[src/rtl/alu_pkg.sv]
// alu_pkg: opcode constants, flag bit positions and the hex-to-7-segment glyph helper
package alu_pkg;
  localparam logic [3:0] OP_ADD  = 4'b0000;
  localparam logic [3:0] OP_SUB  = 4'b1000;
  localparam logic [3:0] OP_AND  = 4'b0111;
  localparam logic [3:0] OP_OR   = 4'b0110;
  localparam logic [3:0] OP_XOR  = 4'b0100;
  localparam logic [3:0] OP_SLL  = 4'b0001;
  localparam logic [3:0] OP_SRL  = 4'b0101;
  localparam logic [3:0] OP_SRA  = 4'b1101;
  localparam logic [3:0] OP_SLT  = 4'b0010;
  localparam logic [3:0] OP_SLTU = 4'b0011;
  localparam int FR_ZF = 3;
  localparam int FR_SF = 2;
  localparam int FR_OF = 1;
  localparam int FR_CF = 0;
  function automatic logic [6:0] hex7(input logic [3:0] d);
    case (d)
      4'h0: hex7 = 7'h3F;
      4'h1: hex7 = 7'h06;
      4'h2: hex7 = 7'h5B;
      4'h3: hex7 = 7'h4F;
      4'h4: hex7 = 7'h66;
      4'h5: hex7 = 7'h6D;
      4'h6: hex7 = 7'h7D;
      4'h7: hex7 = 7'h07;
      4'h8: hex7 = 7'h7F;
      4'h9: hex7 = 7'h6F;
      4'hA: hex7 = 7'h77;
      4'hB: hex7 = 7'h7C;
      4'hC: hex7 = 7'h39;
      4'hD: hex7 = 7'h5E;
      4'hE: hex7 = 7'h79;
      default: hex7 = 7'h71;
    endcase
  endfunction
endpackage

[src/rtl/seg_scan.sv]
// seg_scan: time-multiplexed 8-digit hex display scanner
module seg_scan
  import alu_pkg::*;
#(
  parameter int SCAN_DIV = 50000
) (
  input  logic        clk,
  input  logic        rst_n,
  input  logic [31:0] value,
  output logic [7:0]  seg,
  output logic [2:0]  which
);
  localparam int PW = SCAN_DIV > 1 ? $clog2(SCAN_DIV) : 1;
  logic [PW-1:0] r_pre;
  logic [2:0]    r_which;
  logic          w_wrap;
  assign w_wrap = r_pre == PW'(SCAN_DIV - 1);
  assign which  = r_which;
  // prescaler wraps every SCAN_DIV clocks and advances the digit index
  always_ff @(posedge clk) begin
    if (!rst_n) begin
      r_pre   <= '0;
      r_which <= '0;
    end else begin
      r_pre <= w_wrap ? '0 : r_pre + 1'b1;
      if (w_wrap) r_which <= r_which + 3'd1;
    end
  end
  // decode the nibble of the active digit; dp is never lit
  always_comb seg = {1'b0, hex7(value[{r_which, 2'b00} +: 4])};
endmodule

[src/rtl/multi_alu.sv]
// multi_alu: switch-driven 32-bit ALU with synchronized load/capture strobes and hex display
module multi_alu
  import alu_pkg::*;
#(
  parameter int SCAN_DIV = 50000
) (
  input  logic        clk,
  input  logic        rst_n,
  input  logic        clk_A,
  input  logic        clk_B,
  input  logic        clk_F,
  input  logic [31:0] sw,
  output logic [3:0]  FR,
  output logic [7:0]  seg,
  output logic [2:0]  which
);
  logic [2:0]  r_s0, r_s1, r_s2, r_s3;
  logic [2:0]  w_pulse;
  logic [31:0] r_a, r_b, r_f, w_res;
  logic [3:0]  r_fr, w_op;
  logic [32:0] w_sum, w_dif;
  logic        w_of, w_cf;
  // a strobe counts only after two consecutive synchronized highs, so one-cycle glitches never load
  assign w_pulse = r_s1 & r_s2 & ~r_s3;
  assign w_op    = sw[31:28];
  assign w_sum   = {1'b0, r_a} + {1'b0, r_b};
  assign w_dif   = {1'b0, r_a} - {1'b0, r_b};
  assign FR      = r_fr;
  // two-stage synchronizer plus edge/qualification history for {F,B,A} strobes
  always_ff @(posedge clk) begin
    if (!rst_n) begin
      r_s0 <= '0;
      r_s1 <= '0;
      r_s2 <= '0;
      r_s3 <= '0;
    end else begin
      r_s0 <= {clk_F, clk_B, clk_A};
      r_s1 <= r_s0;
      r_s2 <= r_s1;
      r_s3 <= r_s2;
    end
  end
  // operand and result registers; capture sees the operands from before any same-cycle load
  always_ff @(posedge clk) begin
    if (!rst_n) begin
      r_a  <= '0;
      r_b  <= '0;
      r_f  <= '0;
      r_fr <= '0;
    end else begin
      if (w_pulse[0]) r_a <= sw;
      if (w_pulse[1]) r_b <= sw;
      if (w_pulse[2]) begin
        r_f  <= w_res;
        r_fr <= {w_res == 32'd0, w_res[31], w_of, w_cf};
      end
    end
  end
  // combinational ALU; only ADD and SUB produce overflow and carry
  always_comb begin
    w_res = '0;
    w_of  = 1'b0;
    w_cf  = 1'b0;
    case (w_op)
      OP_ADD: begin
        w_res = w_sum[31:0];
        w_cf  = w_sum[32];
        w_of  = (r_a[31] == r_b[31]) && (w_sum[31] != r_a[31]);
      end
      OP_SUB: begin
        w_res = w_dif[31:0];
        w_cf  = w_dif[32];
        w_of  = (r_a[31] != r_b[31]) && (w_dif[31] != r_a[31]);
      end
      OP_AND:  w_res = r_a & r_b;
      OP_OR:   w_res = r_a | r_b;
      OP_XOR:  w_res = r_a ^ r_b;
      OP_SLL:  w_res = r_a << r_b[4:0];
      OP_SRL:  w_res = r_a >> r_b[4:0];
      OP_SRA:  w_res = $signed(r_a) >>> r_b[4:0];
      OP_SLT:  w_res = {31'd0, $signed(r_a) < $signed(r_b)};
      OP_SLTU: w_res = {31'd0, r_a < r_b};
      default: w_res = '0;
    endcase
  end
  seg_scan #(.SCAN_DIV(SCAN_DIV)) u_scan (
    .clk   (clk),
    .rst_n (rst_n),
    .value (r_f),
    .seg   (seg),
    .which (which)
  );
endmodule

[config.mk]
export PLATFORM = sky130hd
export DESIGN_NAME = multi_alu
export DESIGN_NICKNAME = d
export VERILOG_FILES = /design/src/rtl/alu_pkg.sv /design/src/rtl/seg_scan.sv /design/src/rtl/multi_alu.sv
export SDC_FILE = /design/constraint.sdc
export NUM_CORES = 1
export LEC_CHECK = 0
export BUFFER_PORTS_ARGS = -buffer_cell sky130_fd_sc_hd__buf_4
export CORE_MARGIN = 5
export CORE_UTILIZATION = 25
export DETAILED_ROUTE_END_ITERATION = 16
export GPL_TIMING_DRIVEN = 0
export PLACE_DENSITY = 0.36
export SYNTH_ARGS = -nofsm -noshare
export SYNTH_HDL_FRONTEND = slang
export SYNTH_SLANG_ARGS = --single-unit
[constraint.sdc]
create_clock -name clk -period 4.8 [get_ports clk]
set_input_delay 0.72 -clock clk [delete_from_list [all_inputs] [get_ports clk]]
set_output_delay 0.72 -clock clk [all_outputs]
set_load 0.01 [all_outputs]
# == Yosys cells after proc, flatten, opt, wreduce, memory -nomap -nowiden ==
# Memory sizes are Yosys's and may differ from the RTL's.
# Index checks and enable logic that the tools add are counted.
# classes
addsub,4
bitwise,7
n_lt_le_gt_ge,2
n_div,0
n_mux,3
mul,0
n_reduce_logical,5
shift,4
eq_ne,14
# ops
op,n
one-hot mux 32 bit (10 select lines),1
less-than comparator 32 bit,2
adder 32 x 32 -> 33 bit,1
subtractor 32 x 32 -> 33 bit,1
AND 32 bit,1
logical NOT 32 bit,1
bitwise OR 32 bit,1
indexed part select 32 x 6 -> 4 bit,1
left shift 32 x 5 -> 32 bit,1
right shift 32 x 5 -> 32 bit,1
>>> shifter 32 x 5 -> 32 bit,1
XOR 32 bit,1
"adder 16 x 1 -> 16 bit, second input constant",1
"== test 16 bit, second input constant",1
"== test 4 x 3 -> 1 bit, second input constant",4
"== test 4 x 2 -> 1 bit, second input constant",2
"== test 4 bit, second input constant",2
AND 3 bit,2
"== test 4 x 1 -> 1 bit, second input constant",1
logical NOT 4 bit,1
one-hot mux 1 bit (2 select lines),2
"adder 3 x 1 -> 3 bit, second input constant",1
!= test 1 bit,3
NOT 3 bit,1
other kinds (4),5
# word_totals
word_cells,50
latchBits,0
output_inout_bits,15
mem_count,1
ram_bits,0
reg_bits,131
mem_bits_ro,112
input_bits,37
# mem_list
name,words,width,read_ports,rd_clocked_by_memory_dff,write_ports,line,text
(no name shown),16,7,1,0,0,alu_pkg.sv:18,case (d)

# == Depth between registers and ports, before layout ==
# logic_depth
depth_word,4
ltp_mapped,18
depth_no_buf,15

# == Modules after synthesis ==
# From an unflattened synthesis, not the netlist that was laid out.
# unflattened
cells_unflattened,2107
hier_area_um2,15373.5
# modules_own_cells
mod,seq_area_each_um2,area_per_inst_um2,cells_per_inst,n_inst
multi_alu,2222.1,13998.4,1970,1
seg_scan,380.4,1375.1,137,1

# == Worst setup path after synthesis ==
# No wires, ideal clock.
# synth_path
path_type,reg-to-reg
from,register r_b[3]
to,"register r_fr[3], in the netlist FR[3]"
setup_time_ns,0.060
n_path_buf,4
period_less_slack_ns,4.456
setup_slack_ns,0.344
path_stages_with_launch,18
arrival_ns,4.396
required_ns,4.740
cell_sequence,dfxtp_1 > clkbuf_1 > inv_2 > buf_1 > clkbuf_1 > ha_1 > buf_2 > o211a_1 > a211oi_1 > o31a_1 > or4_1 > a21o_1 > a211o_1 > a2111oi_1 > mux2_2 > o22ai_1 > nor4_1 > a41o_1
# synth_between
elab_chain_len,3
word_cells_on_any_way,12
classes_between,add/sub: 2; order compare: 2; shift: 3; mux: 1; bitwise: 3; reduce/logical: 1
# synth_lines
element,line,text
start: declaration,multi_alu.sv:19,"logic [31:0] r_a, r_b, r_f, w_res;"
start signal: assignment,multi_alu.sv:52,if (w_pulse[1]) r_b <= sw;
subtractor 32 x 32 -> 33 bit (tied with other cells),multi_alu.sv:27,"assign w_dif = {1'b0, r_a} - {1'b0, r_b};"
one-hot mux 32 bit (10 select lines) *,multi_alu.sv:64,case (w_op)
logical NOT 32 bit *,multi_alu.sv:55,"r_fr <= {w_res == 32'd0, w_res[31], w_of, w_cf};"
end signal: assignment,multi_alu.sv:55,
end: declaration,multi_alu.sv:20,"logic [3:0] r_fr, w_op;"
# Mark *: on every way between the ends. The rest lies on a longest branch, timed or not.
# A chain may end at the register's enable or synchronous reset.

# == Worst setup path after layout ==
# layout_path
from,register r_b[1]
to,"register r_fr[3], in the netlist FR[3]"
# Same word-level chain as after synthesis.

==> flow_summary.json <==
{
  "routedWlPerCell_um": 32.95,
  "nets": 2224,
  "min_from": "clk_A",
  "crit_slowest_cell": "mux4_2",
  "grt_pass1_vias": 16630,
  "clock_latency_ns": 0.50,
  "finalInstanceArea_um2": 17750,
  "tightest_slew_ns": 1.393,
  "fin_crit_ns": 4.770,
  "cts.reportedPaths.clkPinSlew_ns": 0.07,
  "ys_types": 97,
  "postSynthAreaPerCell_um2": 7.585,
  "ir_drop_mv": 0.2888,
  "r2r_start": "r_b[1]$_SDFFE_PN0P_",
  "die_area_um2": 65710,
  "internal_power_mw": 2.026,
  "viasPerCell": 5.973,
  "cts_buffers": 17,
  "crit_family": "multiplexers",
  "place_ws_ns": -1.743,
  "final_antenna_net_count": 0,
  "maxSlewViolCount": 0,
  "crit_top_cell": "buf_6",
  "setup_viol": 0,
  "synth_common_cells": "252 x nand2_1, 188 x a21oi_1, 165 x nor2_1",
  "synth_fp_nets": 2149,
  "first_iter_violations": 1841,
  "critical-path-max-stage-delay_ns": 0.58,
  "status": "complete, no violations",
  "p_sw_frac": 0.3041,
  "place_congestion": 1.004,
  "finalPower_mw": 2.912,
  "end_kind": "register",
  "vias": 17150,
  "cts_tree": "yes",
  "hold_depth": 2,
  "drc_errors": 0,
  "synth_warnings": 0,
  "track_usage": 0.2783,
  "rows": 90,
  "worstReg2RegEnd": "FR[3]$_SDFFE_PN0P_",
  "syn_inst": 2000,
  "syn_to_final_growth_pct": 17.00,
  "dp_hpwl_um": 77030,
  "path_cells": "buf_6, buf_6, buf_6, buf_2, mux4_2, mux2i_2, mux2_2, nor2_1, a211oi_4, o221ai_1, nor4_2, nand4b_1, nor4_2, a41o_1",
  "die_w_um": 256.3,
  "max-cap-violations": 0,
  "powerDensity_nw_per_um2": 164.1,
  "cp.required_ns": 5.24,
  "yosysTopAreaCell": "dfxtp_1",
  "antenna_found_initial": 3,
  "async_flop_share": 0,
  "cts_sinks": 130,
  "place_area_um2": 16560,
  "clock_tree.root_cell": "clkbuf_16",
  "whs_endpoint": "r_s0[0]$_SDFF_PN0_",
  "finalCritPeriodShare": 0.9937,
  "core-area_um2": 60250,
  "drive_above_1_share": 0.1648,
  "firstDrtPassIters": 6,
  "power_switching_uw": 885.6,
  "rsz0062_at_grt": "true",
  "fmax_mhz": 209.7,
  "top_level_ports": 52,
  "cp-start-kind": "register",
  "p_leak_nw": 6.299,
  "start_util": 0.2518,
  "clkPwrFrac": 0.498,
  "pwr-share-comb": 0.125,
  "rr_worst_depth": 14,
  "worstPathArrival_ns": 5.21,
  "crit_type": "register to register",
  "slew_headroom": 0.07109,
  "seq_area_frac_synth": 0.1716,
  "yosysMostFrequentCell": "nand2_1",
  "synth_enable_flop_cells": 0,
  "grt.overflow.total": 0,
  "fin_ws_ns": 0.03021,
  "hold_viol_final": 0,
  "fp.dieH_um": 256.3,
  "grt_pass1_wl_um": 131900,
  "grt_max_degree": 17,
  "netlist_top_cells_area": "dfxtp_1 17%, mux4_2 9.4%, ha_1 9.1%",
  "h-tree-depth": 4,
  "hold_class": "input pin to register",
  "synth_ff_type": "dfxtp_1",
  "crit_path_max_fanout": 10,
  "netlist_area_um2": 15170,
  "numPortBuffers": 49,
  "wirelength_um": 94610,
  "r2r_slack_ns": 0.03,
  "synth.ff_latch_count": 130,
  "power_frac_seq": 0.377,
  "skew_ns": 0.01713,
  "yosysTopAreaCellShare": 0.1716,
  "crit_buf_inv": 4,
  "clockBufferDepth": 2
}
==> sequential cells by signal (all words and copies together), names as in the netlist <==
name,count
r_a,32
r_s0,3
r_f,31
r_b,32
r_s2,3
u_scan.r_pre,16
r_s1,3
u_scan.which,3
FR,4
r_s3,3
==> final cells by class <==
| type | instances | area, µm² |
|---|---|---|
| buffer | 169 | 845.8 |
| fill | 6608 | 42500 |
| tap | 782 | 978.4 |
| sequential | 130 | 2610 |
| multi-input combinational | 1593 | 11860 |
| timing repair buffer | 60 | 447.9 |
| antenna | 1 | 2.502 |
| inverter | 104 | 399.1 |
| clock inverter | 13 | 176.4 |
| clock buffer | 19 | 432.9 |
==> routing by layer <==
metal	wire, µm	share of wire	vias to the layer above	GRT usage
li1	-	-	7551	-
met1	42000	0.44	8692	0.3793
met2	43190	0.46	747	0.4508
met3	5480	0.058	157	0.03837
met4	3919	0.041	2	0.1019
met5	13	0.00014	-	0
==> metrics by stage <==
step           cells  utilization  hold WS [ns]   TNS, ns
5_1_grt         2870       0.2946        0.4225  -0.02635
2_1_floorplan   2000            -        0.4119         0
4_1_cts         2868       0.2919        0.4076         0
3_3_place_gp    2831       0.2741        0.4192    -26.12
3_5_place_dp    2834       0.2749        0.4187    -23.13
6_report        2871       0.2946        0.4305         0
==> cell families (layout without fill, tap and decap cells) <==
logic type                 Yosys count  after routing  synth area share
and+or+nand+nor                    692            692            0.2168
AOI/OAI and AO/OA                  606            606            0.2672
buffers and inverters              277            365           0.07613
muxes                              151            151            0.1567
DFF                                130            130            0.1716
adders and majority gates          112            112           0.09337
xor gates and xnor gates            31             31           0.01790
other                                1              2         0.0002472
==> worst max path at each step <==
stage	start	endpoint	slack (ns)	cells past startpoint
detailed placement	r_b[2]$_SDFFE_PN0P_	FR[3]$_SDFFE_PN0P_	-1.74	18
global placement	r_b[3]$_SDFFE_PN0P_	FR[3]$_SDFFE_PN0P_	-1.83	17
floorplan	r_b[3]$_SDFFE_PN0P_	FR[3]$_SDFFE_PN0P_	0.34	17
global route	r_a[7]$_SDFFE_PN0P_	FR[3]$_SDFFE_PN0P_	-0.03	14
CTS	r_b[2]$_SDFFE_PN0P_	FR[3]$_SDFFE_PN0P_	0.005	14
finish	r_b[1]$_SDFFE_PN0P_	FR[3]$_SDFFE_PN0P_	0.03	14
==> power by group through the flow <==
stage | combinational, mW | sequential [mW] | clock, mW
floorplan | 0.183 | 1.12 | 0
global placement | 0.344 | 1.12 | 0
detailed placement | 0.344 | 1.12 | 0
CTS | 0.356 | 1.10 | 1.48
global route | 0.380 | 1.10 | 1.51
finish | 0.365 | 1.10 | 1.45
==> timing repair <==
item / 4_1_cts / 5_1_grt
pin swaps: 6 / 4
resized for setup: 101 / 52
setup buffers: 4 / 4
endpoints found under the setup margin: 29 / 5
hold buffers: 0 / 0
==> cells in the final DEF (no fill, tap or decap), drive strengths merged, types with 19 or more instances in the layout <==
cell type / instances
a211oi: 38
a21oi: 188
a22oi: 25
a31oi: 19
and2: 26
buf: 115
clkbuf: 133
dfxtp: 130
ha: 110
inv: 107
mux2: 23
mux2i: 63
mux4: 65
nand2: 252
nand3: 39
nand4: 20
nor2: 165
nor2b: 22
nor3: 52
o211ai: 28
o21ai: 95
o22ai: 19
o31ai: 22
xnor2: 19
(Power assumes the default switching activity.)
